==> src/rtl/timer_countdown_bcd.sv <==
// Keypad-loaded 4-digit BCD MM:SS cook timer that counts down on 1 Hz ticks while cooking.
// Optional feature macro: TIMER_NORMALIZE_EN (normalizes seconds 60..99 on entry to COUNT).
module timer_countdown_bcd #(
    parameter int SEC_TENS_WRAP = 5,
    parameter int MIN_TENS_MAX  = 9
) (
    input  logic       clock_100Hz,
    input  logic       reset,
    input  logic [3:0] D,
    input  logic       loadn,
    input  logic       pgt_1Hz,
    input  logic       enablen,
    output logic [3:0] sec_ones,
    output logic [3:0] sec_tens,
    output logic [3:0] min_ones,
    output logic [3:0] min_tens,
    output logic       zero,
    output logic       counting,
    output logic       done
);

    typedef enum logic [1:0] {
        IDLE  = 2'd0,
        COUNT = 2'd1,
        DONE  = 2'd2
    } state_t;

    localparam logic [3:0] sec_wrap = 4'(SEC_TENS_WRAP);
    localparam logic [3:0] min_tens_max = 4'(MIN_TENS_MAX);

    state_t     state;
    logic       loadn_q;
    logic       pgt_q;
    logic       load_evt;
    logic       tick_evt;
    logic [3:0] dec_so, dec_st, dec_mo, dec_mt;
    logic       dec_zero;
    logic [3:0] entry_mt;

    assign load_evt = loadn_q & ~loadn;
    assign tick_evt = ~pgt_q & pgt_1Hz;
    assign zero     = (sec_ones == 4'd0) && (sec_tens == 4'd0) &&
                      (min_ones == 4'd0) && (min_tens == 4'd0);
    assign counting = (state == COUNT);
    assign entry_mt = (min_ones > min_tens_max) ? min_tens_max : min_ones;

    // One-second BCD decrement with borrow ripple; seconds-tens wraps to SEC_TENS_WRAP.
    always_comb begin
        dec_so = sec_ones;
        dec_st = sec_tens;
        dec_mo = min_ones;
        dec_mt = min_tens;
        if (sec_ones != 4'd0) begin
            dec_so = sec_ones - 4'd1;
        end else begin
            dec_so = 4'd9;
            if (sec_tens != 4'd0) begin
                dec_st = sec_tens - 4'd1;
            end else begin
                dec_st = sec_wrap;
                if (min_ones != 4'd0) begin
                    dec_mo = min_ones - 4'd1;
                end else begin
                    dec_mo = 4'd9;
                    dec_mt = min_tens - 4'd1;
                end
            end
        end
        dec_zero = (dec_so == 4'd0) && (dec_st == 4'd0) &&
                   (dec_mo == 4'd0) && (dec_mt == 4'd0);
    end

`ifdef TIMER_NORMALIZE_EN
    logic [3:0] norm_so, norm_st, norm_mo, norm_mt;

    // Seconds 60..99 become one more minute; at 99 minutes there is nowhere to carry, so clamp.
    always_comb begin
        norm_so = sec_ones;
        norm_st = sec_tens;
        norm_mo = min_ones;
        norm_mt = min_tens;
        if (sec_tens >= 4'd6) begin
            if ((min_tens == 4'd9) && (min_ones == 4'd9)) begin
                norm_st = 4'd5;
                norm_so = 4'd9;
            end else begin
                norm_st = sec_tens - 4'd6;
                if (min_ones == 4'd9) begin
                    norm_mo = 4'd0;
                    norm_mt = min_tens + 4'd1;
                end else begin
                    norm_mo = min_ones + 4'd1;
                end
            end
        end
    end
`endif

    always_ff @(posedge clock_100Hz) begin
        if (reset) begin
            state    <= IDLE;
            loadn_q  <= 1'b1;
            pgt_q    <= 1'b1;
            done     <= 1'b0;
            sec_ones <= 4'd0;
            sec_tens <= 4'd0;
            min_ones <= 4'd0;
            min_tens <= 4'd0;
        end else begin
            loadn_q <= loadn;
            pgt_q   <= pgt_1Hz;
            done    <= 1'b0;
            case (state)
                IDLE: begin
                    if (!enablen) begin
                        if (!zero) begin
                            state <= COUNT;
`ifdef TIMER_NORMALIZE_EN
                            sec_ones <= norm_so;
                            sec_tens <= norm_st;
                            min_ones <= norm_mo;
                            min_tens <= norm_mt;
`endif
                        end
                    end else if (load_evt && (D <= 4'd9)) begin
                        min_tens <= entry_mt;
                        min_ones <= sec_tens;
                        sec_tens <= sec_ones;
                        sec_ones <= D;
                    end
                end
                COUNT: begin
                    if (enablen) begin
                        state <= IDLE;
                    end else if (tick_evt && !zero) begin
                        sec_ones <= dec_so;
                        sec_tens <= dec_st;
                        min_ones <= dec_mo;
                        min_tens <= dec_mt;
                        if (dec_zero) begin
                            state <= DONE;
                            done  <= 1'b1;
                        end
                    end
                end
                DONE: begin
                    if (enablen) state <= IDLE;
                end
                default: state <= IDLE;
            endcase
        end
    end

endmodule
==> config.mk <==
export PLATFORM = sky130hd
export DESIGN_NAME = timer_countdown_bcd
export DESIGN_NICKNAME = d
export VERILOG_FILES = /design/src/rtl/timer_countdown_bcd.sv
export SDC_FILE = /design/constraint.sdc
export NUM_CORES = 1
export LEC_CHECK = 0
export CORE_UTILIZATION = 35
export CTS_CLUSTER_SIZE = 16
export DETAILED_ROUTE_END_ITERATION = 10
export GPL_TIMING_DRIVEN = 1
export RECOVER_POWER = 100
export SETUP_SLACK_MARGIN = 0.5
export SYNTH_ARGS = -nofsm -noshare
export SYNTH_HDL_FRONTEND = slang
export SYNTH_SLANG_ARGS = --single-unit
==> constraint.sdc <==
create_clock -name clock_100Hz -period 5 [get_ports clock_100Hz]
set_input_delay 0.75 -clock clock_100Hz [delete_from_list [all_inputs] [get_ports clock_100Hz]]
set_output_delay 0.75 -clock clock_100Hz [all_outputs]
set_load 0.02 [all_outputs]
After elaboration in Yosys (flattened, before gate mapping):

Cells that the tools add are included.

* register bits: 21
* output and inout bits: 19

* add/sub/neg operators: 4
* eq/ne operators: 11
* magnitude comparators: 2
* mux-type cells: 38
* reduce and logical (&&, ||, !) cells: 25
* bitwise operators: 6

Operator list (count)
* $mux 4: 26
* $logic_not 4->1: 8
* $pmux 4 s2: 4
* $sub 4x1->4 const B: 4
* $mux 2: 6
* $ne 2x2->1 const B: 6
* $reduce_bool 4->1: 3
* $reduce_and 5->1: 2
* $logic_and 1x1->1: 8
* $ne 3x2->1 const B: 2
* $pmux 2 s3: 1
* $gt 4x4->1 const B: 1
* $le 4x4->1 const B: 1
* $not 1->1: 4
* $reduce_or 4->1: 1
* $and 1x1->1: 2
* $eq 2x1->1 const B: 1
* $eq 2x2->1 const B: 1
* $logic_not 2->1: 1
* $ne 2x1->1 const B: 1
* $reduce_bool 2->1: 1
* $logic_not 1->1: 1
* $mux 1: 1

Longest topological paths before layout:

Gate-level depths: netlist of run 1.

* word-level depth: 11
* depth in mapped cells: 8
* mapped depth without buffers: 7

Worst setup path after synthesis of run 1:

Ideal clock, no wire load.

* kind: reg2reg
* start point: register min_tens[0]
* end point: register min_ones[1]
* library setup time: 0.070 ns
* period minus slack after synthesis: 2.162 ns
* setup slack: 2.838 ns
* stages on the path, launching flop included: 9
* arrival: 2.091 ns
* path through: dfxtp_1 -> inv_1 -> ha_1 -> nor4b_1 -> and4_1 -> o31a_2 -> buf_2 -> a311o_1 -> a21oi_1

* word-level cells in the longest chain between the ends: 6

Ends and longest elaborated chain
* start: declaration: RTL line 16 `output logic [3:0] min_tens,`
* start signal: assignment: RTL line 126 `min_tens <= entry_mt;`
* start signal: assignment: RTL line 139 `min_tens <= dec_mt;`
* $logic_not 4->1: RTL line 43 `(min_ones == 4'd0) && (min_tens == 4'd0);`
* $logic_and 1x1->1: RTL line 43
* net zero: RTL line 17 `output logic zero,`
* $logic_not 1->1: RTL line 135 `end else if (tick_evt && !zero) begin`
* $logic_and 1x1->1: RTL line 135
* $ne 2x1->1 (no source line)
* $reduce_and 5->1 (no source line)
* end signal: assignment: RTL line 127 `min_ones <= sec_tens;`
* end signal: assignment: RTL line 138 `min_ones <= dec_mo;`
* end: declaration: RTL line 15 `output logic [3:0] min_ones,`

The timed path passes the listed nets, and every way through them passes these cells.
A chain may end at the register's enable or synchronous reset.

Worst setup path in the final report of run 1:

* start point: register state[1]
* end point: output counting

* word-level cells in the longest chain between the ends: 1

Ends and longest elaborated chain
* start: declaration: RTL line 31 `state_t state;`
* start signal: assignment: RTL line 101 `state <= IDLE;`
* start signal: assignment: RTL line 117 `state <= COUNT;`
* start signal: assignment: RTL line 134 `state <= IDLE;`
* $eq 2x1->1: RTL line 44 `assign counting = (state == COUNT);`
* end: declaration: RTL line 18 `output logic counting,`

Every way passes these cells.

==> results.json, run 1 <==
{
  "synth_cell_types": 47,
  "r2r-start": "min_ones[1]$_SDFFE_PP0P_",
  "io_pins": 28,
  "grtUsageTotal": 0.176,
  "async_reset_ff_frac": 0,
  "cellLeakagePower_nw": 0.580,
  "critPathRequiredTime_ps": 4250,
  "yosysMostFrequentCell": "dfxtp_1",
  "routed-wl-met3_um": 207,
  "max-slew-margin-rel": 0.320,
  "synth.area.mux_share": 0.00760,
  "power.density_nw_per_um2": 256,
  "finalPower_uw": 413,
  "finalHoldViolCount": 0,
  "top_layer_used": "met4",
  "grt_pass1_wl_um": 5660,
  "layoutNonFillerInstCount": 232,
  "cts_tree": "yes",
  "drt-met1-wl_um": 1570,
  "num_antenna_cells": 0,
  "syn_inst": 170,
  "routabilityCongestion": 0.797,
  "seq_area_frac_synth": 0.319,
  "cts_setup_buffers": 0,
  "dp_cells": 228,
  "clock_latency_ps": 260,
  "dpl.hpwl_um": 2290,
  "setup_viol": 0,
  "wl_um": 3290,
  "drc": 0,
  "cts_buffers": 3,
  "rr_endpoint": "min_tens[3]$_SDFFE_PP0P_",
  "worstRegToRegCells": 5,
  "vdd.ir_drop.worst_v": 0.000155,
  "synthTopCellsByCount": "dfxtp_1 (21), a21oi_1 (18), nor2_1 (16)",
  "grt_overflow_total": 0,
  "synth.avg_cell_area_sq_um": 7.75,
  "crit_type": "reg -> out",
  "regArea_sq_um": 420,
  "fp.dieArea_sq_um": 4010,
  "synth_area_leaders": "dfxtp_1 (32%), a21oi_1 (6.8%), nand2b_1 (4.7%)",
  "synth_edf_count": 0,
  "rsz0062_at_grt": "false",
  "hold_buffers": 0,
  "vias_per_cell": 5.74,
  "yosys.area.top_type": "dfxtp_1",
  "design_area_sq_um": 1610,
  "synth_xor_area_frac": 0.00665,
  "drtAntennaViolNets": 0,
  "ys_ff_latch": 21,
  "hold_start": "state[1]$_SDFFE_PP0P_",
  "synth_nets": 181,
  "cp-start-kind": "flop",
  "fin_util": 0.464,
  "core_sq_um": 3470,
  "arrival_ps": 2470,
  "outcome": "finished, final reports clean",
  "placed_cell_area_sq_um": 1570,
  "synth_top_flop_cell": "dfxtp_1",
  "multi_input_area_sq_um": 805,
  "drive_gt1_frac": 0.0538,
  "crit_path_end_kind": "output pin",
  "root_buffer": "clkbuf_8",
  "synth_top_family_by_area": "simple AND/OR/NAND/NOR gates",
  "synth_top_area_share": 0.319,
  "clkTransAtPathRegs_ps": 80,
  "grt_pass1_vias": 1220,
  "met2_wirelength_um": 1460,
  "portBuffers": 27,
  "vias": 1331,
  "synth-simple-area-share": 0.326,
  "grt_max_degree": 33,
  "drt_iter0_drc": 54,
  "die_x_um": 63.4,
  "fmax_ghz": 0.311,
  "clk_path_buf_depth": 2,
  "area_growth_pct": 22.2,
  "start_util": 0.380,
  "synth_compound_area_frac": 0.257,
  "cts.sinks": 21,
  "min_to": "state[0]$_SDFFE_PP0P_",
  "fin_crit_sh": 0.644,
  "yosysWarnings": 0,
  "fill_cells": 364,
  "setup-tns-final_ps": 0,
  "ctsResizeCount": 0,
  "wl_per_cell_um": 14.2,
  "die_h_um": 63.4,
  "finClkSkew_ps": 2.16,
  "synth_area_sq_um": 1320,
  "maxCapViolCount": 0,
  "antenna_found_initial": 0,
  "post-route-min-period_ps": 3220,
  "tightest_slew_ps": 1020,
  "drt-pass1-iter-count": 4,
  "ctsHtreeMaxLevel": 1,
  "hp-class": "reg -> reg",
  "rows": 21,
  "hold_depth": 1,
  "synth_fa_ha_area_frac": 0.0190,
  "critPathMaxFanout": 24,
  "rrSetupSlack_ps": 2340,
  "final_net_count": 198,
  "maxSlewViolCount": 0
}
-- routing by layer --
layer / global-route usage / vias to the layer above
li1: - / 659
met1: 0.229 / 617
met2: 0.279 / 48
met3: 0.0399 / 7
met4: 0.0682 / 0
met5: 0 / -
-- through the flow --
step           hold slack, ps  worst slack [ps]
4_1_cts                   471              2010
3_5_place_dp              460              2230
5_1_grt                   500              1610
3_3_place_gp              438              2270
6_report                  462              1780
2_1_floorplan             428              2840
-- power breakdown --
group	internal, mW	switching (mW)	total, mW
Clock	0.0556	0.0586	0.114
Sequential	0.173	0.0103	0.184
Combinational	0.0487	0.0662	0.115
-- cells in the final DEF (no fill, tap or decap), types with 2 or more instances in the layout --
cell / synthesis / routed
o31ai_1: 4 / 4
ha_1: 2 / 2
nand2_1: 11 / 11
o21ai_0: 7 / 13
inv_1: 2 / 3
dfxtp_1: 21 / 21
a311o_1: 5 / 5
o21a_1: 3 / 3
nor3_1: 5 / 5
clkbuf_8: 0 / 3
dlygate4sd3_1: 0 / 20
or2_2: 2 / 2
o32ai_1: 2 / 2
a21oi_1: 18 / 18
or4_1: 3 / 3
clkdlybuf4s50_1: 0 / 7
nand2b_1: 10 / 10
nand3b_1: 2 / 2
nor2_1: 16 / 16
nor4b_1: 2 / 2
nor4_1: 4 / 5
and2_1: 2 / 2
or3_1: 2 / 2
nand3_1: 3 / 3
a221oi_1: 2 / 2
-- critical path, stage by stage (launching register included) --
cell and delay [ps]:
dfxtp_1 330, nand2b_1 510, inv_1 640, clkdlybuf4s50_1 720
-- logic make-up (layout without fill, tap and decap cells) --
group	Yosys count	after routing
AOI/OAI and AO/OA	53	53
xor gates and xnor gates	1	1
DFF	21	21
and+or+nand+nor	74	74
muxes	1	1
buffers and inverters	18	34
adders and majority gates	2	2
-- worst max-delay path by stage --
stage                             startpoint  cells after the start  slack [ps]                  endpoint
floorplan           min_tens[0]$_SDFFE_PP0P_                      8        2840  min_ones[1]$_SDFFE_PP0P_
global placement                     enablen                      5        2270  sec_ones[0]$_SDFFE_PP0P_
detailed placement                   enablen                      5        2230  sec_ones[0]$_SDFFE_PP0P_
CTS                    state[1]$_SDFFE_PP0P_                      3        2010                  counting
global route           state[1]$_SDFFE_PP0P_                      3        1610                  counting
finish                 state[1]$_SDFFE_PP0P_                      3        1780                  counting
-- flip-flops by register name, summed over array words and instances, names as in the netlist --
register	flops
min_ones	4
min_tens	4
sec_ones	4
sec_tens	4
state	2
done	1
loadn_q	1
pgt_q	1
-- layout make-up --
type | count | area share
inverter | 3 | 0.00699
timing repair buffer | 27 | 0.168
clock inverter | 1 | 0.00311
clock buffer | 3 | 0.0256
multi-input combinational | 131 | 0.500
tap | 46 | 0.0357
sequential | 21 | 0.261
Power figures use the tool's default switching activity.
==> inputs of run 2 (changes only) <==
- clock period: 5 -> 2.95 ns (I/O delays scaled with it)
==> results.json, run 2 (synthesis gave the netlist of run 1 again) <==
{
  "mostFrequentLayoutCells": "dfxtp_1 (21), a21oi_1 (18), dlygate4sd3_1 (18)",
  "critPathBufInv": 2,
  "drive_gt1_frac": 0.0642,
  "die_x_um": 63.4,
  "fmax_ghz": 0.421,
  "finalHoldViolCount": 0,
  "outcome": "finished, final reports clean",
  "hp-class": "reg -> reg",
  "clk_path_buf_depth": 2,
  "rrSetupSlack_ps": 680,
  "crit_path_top_delay_cell": "clkdlybuf4s50_1",
  "drt_iter0_drc": 96,
  "ctsHtreeMaxLevel": 1,
  "drt-pass1-iter-count": 4,
  "grt_max_degree": 33,
  "rsz0062_at_grt": "false",
  "hold_depth": 1,
  "grt_pass1_vias": 1294,
  "grt_overflow_total": 0,
  "clock_latency_ps": 260,
  "crit_path_end_kind": "output pin",
  "cts_tree": "yes",
  "tightest_slew_ps": 840,
  "placed_cell_area_sq_um": 1580,
  "final_net_count": 199,
  "vias_per_cell": 5.72,
  "setup-tns-final_ps": 0,
  "post-route-min-period_ps": 2370,
  "root_buffer": "clkbuf_8",
  "io_pins": 28,
  "worstRegToRegCells": 7,
  "critPathMaxFanout": 19,
  "slowest_delay_ps": 730,
  "maxCapViolCount": 0,
  "portBuffers": 27,
  "drc": 0,
  "finClkSkew_ps": 0.800,
  "cellLeakagePower_nw": 0.589,
  "vias": 1333,
  "cp-start-kind": "flop",
  "die_h_um": 63.4,
  "area_growth_pct": 23.8,
  "routabilityCongestion": 0.808,
  "wl_per_cell_um": 14.6,
  "regArea_sq_um": 420,
  "dpl.hpwl_um": 2250,
  "crit_type": "reg -> out",
  "critPathRequiredTime_ps": 2510,
  "arrival_ps": 1930,
  "cts_buffers": 3,
  "wl_um": 3410,
  "core_sq_um": 3470,
  "cp_num_cells": 3,
  "power.density_nw_per_um2": 431,
  "grtUsageTotal": 0.187,
  "fill_cells": 359,
  "cts.sinks": 21,
  "fin_crit_sh": 0.805,
  "antenna_found_initial": 0,
  "multi_input_area_sq_um": 821,
  "crit_path_cell_trace": "nand2b_1 -> inv_1 -> clkdlybuf4s50_1",
  "grt_pass1_wl_um": 6060,
  "fp.dieArea_sq_um": 4010,
  "num_antenna_cells": 0,
  "start_util": 0.380,
  "design_area_sq_um": 1630,
  "setup_viol": 0,
  "rows": 21,
  "maxSlewViolCount": 0,
  "vdd.ir_drop.worst_v": 0.000153,
  "max-slew-margin-rel": 0.438,
  "layout_commonest_cell": "dfxtp_1",
  "cp_top_family": "buffers and inverters",
  "drtAntennaViolNets": 0,
  "clkTransAtPathRegs_ps": 80
}
-- run 2: routing by layer --
| layer | part of all wire | vias to the layer above | global-route usage |
|---|---|---|---|
| li1 | - | 663 | - |
| met1 | 0.49 | 617 | 0.259 |
| met2 | 0.44 | 49 | 0.283 |
| met3 | 0.059 | 4 | 0.0344 |
| met4 | 0.0076 | 0 | 0.0682 |
| met5 | 0 | - | 0 |
-- run 2: path summary, 6_finish.rpt --
path                       startpoint                       end
max             state[1]$_SDFFE_PP0P_                  counting
min             state[1]$_SDFFE_PP0P_     state[0]$_SDFFE_PP0P_
max reg2reg  min_tens[0]$_SDFFE_PP0P_  sec_ones[0]$_SDFFE_PP0P_
min reg2reg     state[1]$_SDFFE_PP0P_     state[0]$_SDFFE_PP0P_
-- run 2: layout make-up --
type	count	share of cell area
sequential	21	0.258
timing repair buffer	28	0.169
multi-input combinational	131	0.503
inverter	3	0.00690
clock buffer	4	0.0276
tap	46	0.0353
-- run 2: where the power goes --
| group | switching, mW | total, mW | internal, mW |
|---|---|---|---|
| sequential | 0.0187 | 0.312 | 0.294 |
| combinational | 0.114 | 0.197 | 0.0829 |
| clock | 0.0968 | 0.193 | 0.0963 |
-- run 2: metrics by stage --
stage	total power [mW]	instances	hold WS, ps	util	worst slack, ps
global route	0.749	233	522	0.470	437
floorplan	0.458	170	428	-	788
finish	0.703	233	475	0.470	577
CTS	0.709	233	474	0.470	678
global placement	0.518	229	458	0.455	545
detailed placement	0.519	229	461	0.455	484
-- run 2: what timing repair did --
action,CTS,global route
setup buffers,0,0
setup endpoints to repair,1,0
hold buffers,0,0
resized for setup,2,0
